**config.mk**
```make
export PLATFORM = sky130hd
export DESIGN_NAME = rsc_encoder_param
export DESIGN_NICKNAME = d
export VERILOG_FILES = /design/src/rtl/turbo_pkg.sv /design/src/rtl/rsc_trellis_step.sv /design/src/rtl/rsc_encoder_param.sv
export SDC_FILE = /design/constraint.sdc
export NUM_CORES = 1
export LEC_CHECK = 0
export CAP_MARGIN = 20
export CORE_MARGIN = 2
export CORE_UTILIZATION = 28
export DETAILED_ROUTE_END_ITERATION = 6
export PLACE_DENSITY = 0.45
export SLEW_MARGIN = 5
export SYNTH_ARGS = -nofsm -noshare
export SYNTH_HDL_FRONTEND = slang
export SYNTH_SLANG_ARGS = --single-unit
```
**constraint.sdc**
```tcl
create_clock -name clk -period 5.8 [get_ports clk]
set_clock_uncertainty 0.1 [all_clocks]
set_input_delay 1.45 -clock clk [delete_from_list [all_inputs] [get_ports clk]]
set_output_delay 1.45 -clock clk [all_outputs]
set_load 0.01 [all_outputs]
```
**src/rtl/turbo_pkg.sv**
```systemverilog
// Shared definitions for the turbo encoder/decoder datapath: LTE code
// polynomials, block-size limit and the constituent-encoder FSM states.
package turbo_pkg;

    // LTE constituent code: feedback 1+D^2+D^3, feedforward 1+D+D^3 (bit k = D^k)
    localparam logic [3:0] LTE_G_FB  = 4'b1101;
    localparam logic [3:0] LTE_G_FF  = 4'b1011;
    localparam int         LTE_M     = 3;
    localparam int         LTE_MAX_K = 6144;

    // Constituent encoder block FSM
    typedef enum logic [1:0] {
        IDLE = 2'd0,
        DATA = 2'd1,
        TERM = 2'd2
    } rsc_fsm_e;

    // XOR of the taps of a polynomial against a tap vector (bit k = coeff of D^k)
    function automatic logic poly_tap_xor(input logic [7:0] poly, input logic [7:0] taps);
        logic acc;
        acc = 1'b0;
        for (int k = 0; k < 8; k++) begin
            acc = acc ^ (poly[k] & taps[k]);
        end
        return acc;
    endfunction

endpackage

```
**src/rtl/rsc_trellis_step.sv**
```systemverilog
// One combinational step of an RSC trellis. State vector holds d_1..d_M with
// d_1 in the MSB. With force_term set, the input is replaced by the feedback
// value so that w becomes 0 and the register drains towards the zero state.
module rsc_trellis_step
    import turbo_pkg::*;
#(
    parameter int         M    = 3,
    parameter logic [M:0] G_FB = LTE_G_FB,
    parameter logic [M:0] G_FF = LTE_G_FF
) (
    input  logic [M-1:0] state,
    input  logic         u,
    input  logic         force_term,
    output logic         w,
    output logic         par,
    output logic         u_eff,
    output logic [M-1:0] next_state
);

    logic [7:0] taps;     // bit k = d_k, bit 0 = w
    logic [7:0] fb_poly;  // feedback taps without the D^0 term
    logic [7:0] ff_poly;
    logic       fb;

    // Feedback, effective input, recursion bit, parity and shifted state
    always_comb begin
        taps    = 8'd0;
        fb_poly = 8'd0;
        ff_poly = 8'd0;
        for (int k = 1; k <= M; k++) begin
            taps[k]    = state[M-k];
            fb_poly[k] = G_FB[k];
        end
        for (int k = 0; k <= M; k++) begin
            ff_poly[k] = G_FF[k];
        end
        fb = poly_tap_xor(fb_poly, taps);
        if (force_term) begin
            u_eff = fb;
        end else begin
            u_eff = u;
        end
        w          = u_eff ^ fb;
        taps[0]    = w;
        par        = poly_tap_xor(ff_poly, taps);
        next_state = {w, state[M-1:1]};
    end

endmodule

```
**src/rtl/rsc_encoder_param.sv**
```systemverilog
// Parametrised RSC constituent encoder with block framing, optional trellis
// termination (M tail beats) and valid/ready handshakes on both sides. One
// registered output stage gives 1-cycle latency at 1 beat/cycle throughput.
module rsc_encoder_param
    import turbo_pkg::*;
#(
    parameter int         M     = 3,
    parameter logic [M:0] G_FB  = LTE_G_FB,
    parameter logic [M:0] G_FF  = LTE_G_FF,
    parameter int         LEN_W = 13
) (
    input  logic             clk,
    input  logic             clr,
    input  logic             start,
    input  logic [LEN_W-1:0] blk_len,
    input  logic             term_en,
    input  logic             in_valid,
    output logic             in_ready,
    input  logic             u,
    output logic             out_valid,
    input  logic             out_ready,
    output logic             sys,
    output logic             par,
    output logic             term,
    output logic             last,
    output logic             busy,
    output logic             len_err,
    output logic [M-1:0]     state
);

    localparam int TW = $clog2(M + 1);

    rsc_fsm_e         fsm;
    rsc_fsm_e         fsm_nxt;
    logic [LEN_W-1:0] len_q;
    logic [LEN_W-1:0] cnt;
    logic             term_en_q;
    logic [TW-1:0]    tail_cnt;
    logic [M-1:0]     trel;

    logic             out_free;
    logic             data_acc;
    logic             tail_acc;
    logic             cnt_last;
    logic             tail_last;
    logic             start_ok;
    logic             load;
    logic             beat_last;

    logic             step_w;
    logic             step_par;
    logic             step_u;
    logic [M-1:0]     step_next;
    // w is the MSB of next_state; the port exists for the decoder's reuse
    logic             unused_w;

    rsc_trellis_step #(
        .M    (M),
        .G_FB (G_FB),
        .G_FF (G_FF)
    ) u_step (
        .state      (trel),
        .u          (u),
        .force_term (fsm == TERM),
        .w          (step_w),
        .par        (step_par),
        .u_eff      (step_u),
        .next_state (step_next)
    );

    assign unused_w  = step_w;

    // The output slot is free when empty or being unloaded this cycle
    assign out_free  = !out_valid || out_ready;
    assign in_ready  = (fsm == DATA) && out_free;
    assign data_acc  = (fsm == DATA) && in_valid && out_free;
    assign tail_acc  = (fsm == TERM) && out_free;
    assign cnt_last  = ((cnt + LEN_W'(1)) == len_q);
    assign tail_last = (tail_cnt == TW'(M - 1));
    assign start_ok  = start && (blk_len != '0);
    assign busy      = (fsm != IDLE);
    assign state     = trel;

    // FSM state register
    always_ff @(posedge clk or posedge clr) begin
        if (clr) begin
            fsm <= IDLE;
        end else begin
            fsm <= fsm_nxt;
        end
    end

    // Next-state logic: IDLE -> DATA -> (TERM) -> IDLE
    always_comb begin
        fsm_nxt = fsm;
        case (fsm)
            IDLE: begin
                if (start_ok) begin
                    fsm_nxt = DATA;
                end else begin
                    fsm_nxt = IDLE;
                end
            end
            DATA: begin
                if (data_acc && cnt_last) begin
                    if (term_en_q) begin
                        fsm_nxt = TERM;
                    end else begin
                        fsm_nxt = IDLE;
                    end
                end else begin
                    fsm_nxt = DATA;
                end
            end
            TERM: begin
                if (tail_acc && tail_last) begin
                    fsm_nxt = IDLE;
                end else begin
                    fsm_nxt = TERM;
                end
            end
            default: fsm_nxt = IDLE;
        endcase
    end

    // Output-stage load strobe and the last flag of the beat being loaded
    always_comb begin
        load      = 1'b0;
        beat_last = 1'b0;
        case (fsm)
            IDLE: begin
                load      = 1'b0;
                beat_last = 1'b0;
            end
            DATA: begin
                load      = data_acc;
                beat_last = cnt_last && !term_en_q;
            end
            TERM: begin
                load      = tail_acc;
                beat_last = tail_last;
            end
            default: begin
                load      = 1'b0;
                beat_last = 1'b0;
            end
        endcase
    end

    // Block context, bit/tail counters and trellis register
    always_ff @(posedge clk or posedge clr) begin
        if (clr) begin
            len_q     <= '0;
            term_en_q <= 1'b0;
            cnt       <= '0;
            tail_cnt  <= '0;
            trel      <= '0;
        end else begin
            case (fsm)
                IDLE: begin
                    if (start_ok) begin
                        len_q     <= blk_len;
                        term_en_q <= term_en;
                        cnt       <= '0;
                        tail_cnt  <= '0;
                        trel      <= '0;
                    end
                end
                DATA: begin
                    if (data_acc) begin
                        cnt  <= cnt + LEN_W'(1);
                        trel <= step_next;
                    end
                end
                TERM: begin
                    if (tail_acc) begin
                        tail_cnt <= tail_cnt + TW'(1);
                        trel     <= step_next;
                    end
                end
                default: begin
                    trel <= '0;
                end
            endcase
        end
    end

    // Single registered output stage; holds while stalled downstream
    always_ff @(posedge clk or posedge clr) begin
        if (clr) begin
            out_valid <= 1'b0;
            sys       <= 1'b0;
            par       <= 1'b0;
            term      <= 1'b0;
            last      <= 1'b0;
        end else if (load) begin
            out_valid <= 1'b1;
            sys       <= step_u;
            par       <= step_par;
            term      <= (fsm == TERM);
            last      <= beat_last;
        end else if (out_ready) begin
            out_valid <= 1'b0;
        end
    end

    // One-cycle error pulse for a zero-length start request in IDLE
    always_ff @(posedge clk or posedge clr) begin
        if (clr) begin
            len_err <= 1'b0;
        end else begin
            len_err <= (fsm == IDLE) && start && (blk_len == '0);
        end
    end

endmodule
```
# Word-level counts from Yosys, hierarchy flattened
# Cells that the tools add are included.
word_totals:
  word_cells: 69
  output_inout_bits: 11
  in_bits: 20
  reg_bits: 40
classes:
  bitwise_logic: 4
  n_eq_ne: 7
  add_sub_neg: 2
  reduce_logical: 24
  n_mux: 20
op_table:
  columns: ["operator", "count"]
  rows:
  - ["$mux W13", 2]
  - ["$pmux W13 S2", 1]
  - ["$add A13 B1 Y13 const B", 1]
  - ["$eq A13 B13 Y1", 1]
  - ["$logic_not A13 Y1", 1]
  - ["$reduce_bool A13 Y1", 1]
  - ["$logic_and A1 B1 Y1", 10]
  - ["$mux W2", 5]
  - ["$mux W3", 3]
  - ["$pmux W3 S3", 1]
  - ["$reduce_and A3 Y1", 3]
  - ["$reduce_bool A2 Y1", 4]
  - ["$ne A2 B2 Y1 const B", 3]
  - ["$pmux W2 S3", 1]
  - ["$eq A2 B2 Y1 const B", 2]
  - ["$mux W1", 4]
  - ["$pmux W1 S2", 2]
  - ["$pmux W2 S2", 1]
  - ["$xor A1 B1 Y1", 4]
  - ["$add A2 B1 Y2 const B", 1]
  - ["$eq A2 B1 Y1 const B", 1]
  - ["$logic_not A1 Y1", 2]
  - ["$logic_not A2 Y1", 1]
  - ["$reduce_and A2 Y1", 1]
  - ["$logic_or A1 B1 Y1", 1]

# Longest topological paths before layout
logic_depth:
  depth_word: 6
  mapped_depth: 9
  mapped_depth_nobuf: 8

# Cells and area by module
# A second synthesis with hierarchy kept.
hier_totals:
  hier_cells: 257
  area_unflattened_um2: 2436.1
by_module_without_submodules:
  columns: ["module", "n_inst", "area_per_inst_um2", "cells_each"]
  rows:
  - ["rsc_encoder_param", 1, 2347.3, 244]
  - ["rsc_trellis_step", 1, 88.8, 13]

# Worst setup path before layout
# OpenSTA, ideal clock, no wires.
synth_path:
  path_kind: "in2out"
  startpoint: "input out_ready"
  endpoint: "output in_ready"
  arrival_time_ns: 1.822
  stages: 2
  slack_ns: 2.428
  cell_sequence: "nor2b_1 -> nor2_1"
synth_via:
  elab_chain_cells: 2
synth_lines:
  columns: ["item", "line", "text"]
  rows:
  - ["start: declaration", "rsc_encoder_param.sv:21", "input logic out_ready,"]
  - ["$logic_or A1 B1 Y1", "rsc_encoder_param.sv:74", "assign out_free = !out_valid || out_ready;"]
  - ["$logic_and A1 B1 Y1", "rsc_encoder_param.sv:75", "assign in_ready = (fsm == DATA) && out_free;"]
  - ["end: declaration", "rsc_encoder_param.sv:18", "output logic in_ready,"]
# No other way between the ends.

# Worst setup path after layout
# Same ends and word-level chain as after synthesis.

==> flow_summary_export.csv <==
group,metric,value,unit
final_layout,nets,302,
min_path,min-delay-path-class,"flip-flop to flip-flop",
setup_path,crit_path_cell_trace,"clkdlybuf4s50_1 > nor2b_1 > nor2_1 > clkdlybuf4s50_1",
timing,maxSlewViolCount,0,
final_layout,diodes,0,
timing,rsz0062_at_grt,"no",
routing,viasPerCell,5.06,
timing,worstMarginPinSlew,0.852,ns
setup_path,required,4.25,ns
power_and_ir_drop,p_leak,1.15,nW
cts,cts_hold_buf,0,
final_layout,area_delta_synth_final,18.0,%
floorplanning,io_pins,31,
synthesis,synth_edf_count,0,
cts,htreeDepth,2,
outcome,outcome,"completed",
global_routing,grt_pass1_wl,9870,um
setup_path,crit_top_cell,"clkdlybuf4s50_1",
routing,via_count,1948,
setup_path,critPathTopFamily,"buffers and inverters",
setup_path,r2r_cells,8,
routing,drt_iter0_markers,79,
setup_path,rr_endpoint,"cnt[4]$_DFFE_PP0P_",
timing,hold_violations,0,
synthesis,synth_cell_types,52,
setup_path,cp.depth,4,
floorplanning,die_x,97.3,um
global_routing,grt_max_degree,41,
final_layout,fin_area,2880,um2
timing,fin_crit_sh,74.6,%
global_routing,grt_pass1_vias,1922,
setup_path,crit_path_top_delay_cell,"clkdlybuf4s50_1",
synthesis,ys_warn_count,0,
synthesis,synth_area,2440,um2
synthesis,ys.flop_type,"dfrtp_1",
setup_path,r2r_start,"fsm[1]$_DFF_PP0_",
cts,cts_tree,"yes",
placement,routabilityCongestion,0.775,
cts,numCtsBuffers,5,
final_layout,drive_gt1_share,11.6,%
timing,setup_tns,0,ns
routing,detail_route.wl_per_cell,15.0,um
synthesis,synth_area_per_cell,9.68,um2
min_path,worstHoldStart,"last$_DFFE_PP0P_",
timing,hold_ws,0.395,ns
floorplanning,die_h,97.3,um
cts,clockBufferDepth,2,
synthesis,synth_seq_cells,40,
routing,drt_pre_antenna_iters,4,
power_and_ir_drop,power_density,429,nW/um2
min_path,min_to,"last$_DFFE_PP0P_",
routing,totalWireLength,5770,um
setup_path,crit_fanout,6,
timing,finalSetupViolCount,0,
cts,insertion_delay,0.30,ns
floorplanning,floorplan.rows,34,
placement,place.port_buffers,30,
timing,period_minus_slack,4.33,ns
setup_path,ff2ff_setup_slack,3.19,ns
min_path,holdPathStages,2,
setup_path,cpPeakStageDelay,0.50,ns
cts,cts_root_buf,"clkbuf_8",
floorplanning,core_area,8590,um2
power_and_ir_drop,vdd_drop_max,0.213,mV
global_routing,antenna_found_initial,0,
setup_path,crit_start,"out_ready",
cts,cts_sinks,40,
setup_path,crit_path_end_kind,"output pin",
flow_run,cap_viol_max_count,0,
cts,post_cts_buffers,0,
setup_path,startpoint_type,"input port",
cts,cts.repair.resized,0,
floorplanning,initial_core_util,28.4,%
global_routing,overflow,0,
synthesis,syn_inst,252,
timing,max_freq,0.231,GHz
floorplanning,die_area,9470,um2
routing,postRouteAntennaNets,0,
global_routing,grt_use_total,13.0,%
cts,clk_pin_slew,0.09,ns
synthesis,syn-num-nets,278,
setup_path,arrival,2.78,ns
placement,placement.cell_area,2780,um2
timing,relSlewSlack,43.0,%
placement,hpwlAfterDp,4230,um
routing,drc,0,
setup_path,cp_num_buf_inv,2,
synthesis,synth_seq_area_share,41.0,%
setup_path,critical_path_class,"input port to output pin",
synthesis,synthArstFlopShare,100,%
-- Yosys cell counts, types with 4 or more instances --
master | number | area [um2]
nor3_1 | 6 | 30.0
nor4_1 | 4 | 25.0
a221oi_1 | 4 | 35.0
a21oi_1 | 5 | 25.0
ha_1 | 6 | 75.1
nor2_1 | 13 | 48.8
mux2_2 | 14 | 158
inv_1 | 12 | 45.0
nand3_1 | 16 | 80.1
a31oi_1 | 6 | 37.5
o21ai_0 | 21 | 105
xor2_1 | 11 | 96.3
o31ai_1 | 7 | 52.6
nand2b_1 | 4 | 25.0
and3_1 | 5 | 31.3
dfrtp_1 | 40 | 1000
nand2_1 | 18 | 67.6
a22o_1 | 4 | 35.0
clkbuf_1 | 4 | 15.0
xnor2_1 | 7 | 61.3
-- worst min-delay path, cell delays in order (launching register included) --
cell and delay [ns]:
dfrtp_1 0.35, a21oi_1 0.07, o41ai_2 0.04
-- where the power goes --
part           leakage [nW]  switching, mW  internal, mW
combinational         0.608          0.266         0.272
clock                0.0434          0.106        0.0964
sequential            0.496          0.121         0.373
-- state kept, by name, indices dropped and copies added (netlist names) --
name and count:
term_en_q 1, cnt 13, term 1, fsm 2
state 3, sys 1, par 1, out_valid 1
len_q 13, len_err 1, tail_cnt 2, last 1
-- cell families after synthesis --
group	share of synthesized area [%]
compound gates	17.6
xor+xnor	6.46
fa+ha+maj	3.08
buf+inv	6.05
flops	41.0
mux	7.29
simple gates	18.5
-- routing by layer --
layer  vias to the layer above  share of wire [%]  track usage [%]
met1                       944                 49             17.7
met4                         0                1.1             3.21
li1                        972                  -                -
met3                         5                2.2             2.37
met5                         -                  0                0
met2                        27                 48             21.5
-- per-stage QoR --
step | total power [mW] | worst slack, ns | utilization, % | cells
3_3_place_gp | 1.04 | 1.48 | 32.3 | 377
5_1_grt | 1.35 | 1.37 | 33.5 | 385
6_report | 1.23 | 1.47 | 33.5 | 385
3_5_place_dp | 1.04 | 1.46 | 32.3 | 377
2_1_floorplan | 0.898 | 2.43 | - | 252
4_1_cts | 1.25 | 1.45 | 33.5 | 385
-- worst max path at each step --
stage	endpoint	slack (ns)
2_1_floorplan	in_ready	2.43
3_3_place_gp	in_ready	1.48
3_5_place_dp	in_ready	1.46
4_1_cts	in_ready	1.45
5_1_grt	in_ready	1.37
6_report	in_ready	1.47
-- cells in the final DEF, fill, tap and decap left out, types with 7 or more instances in the layout --
cell              n
dfrtp_1          40
clkdlybuf4s50_1  30
o21ai_0          21
nand2_1          18
nand3_1          16
mux2_2           14
nor2_1           13
inv_1            12
xor2_1           11
o31ai_1           7
xnor2_1           7
-- final cells by class --
| cell class | instances | area, um2 |
|---|---|---|
| multi-input combinational | 186 | 1290 |
| inverter | 12 | 45.0 |
| clock buffer | 6 | 82.6 |
| timing repair buffer | 31 | 308 |
| clock inverter | 2 | 15.0 |
| sequential | 40 | 1000 |
| tap | 108 | 135 |
| fill | 919 | 5720 |
Note: power is estimated with default switching activity, not from simulation.
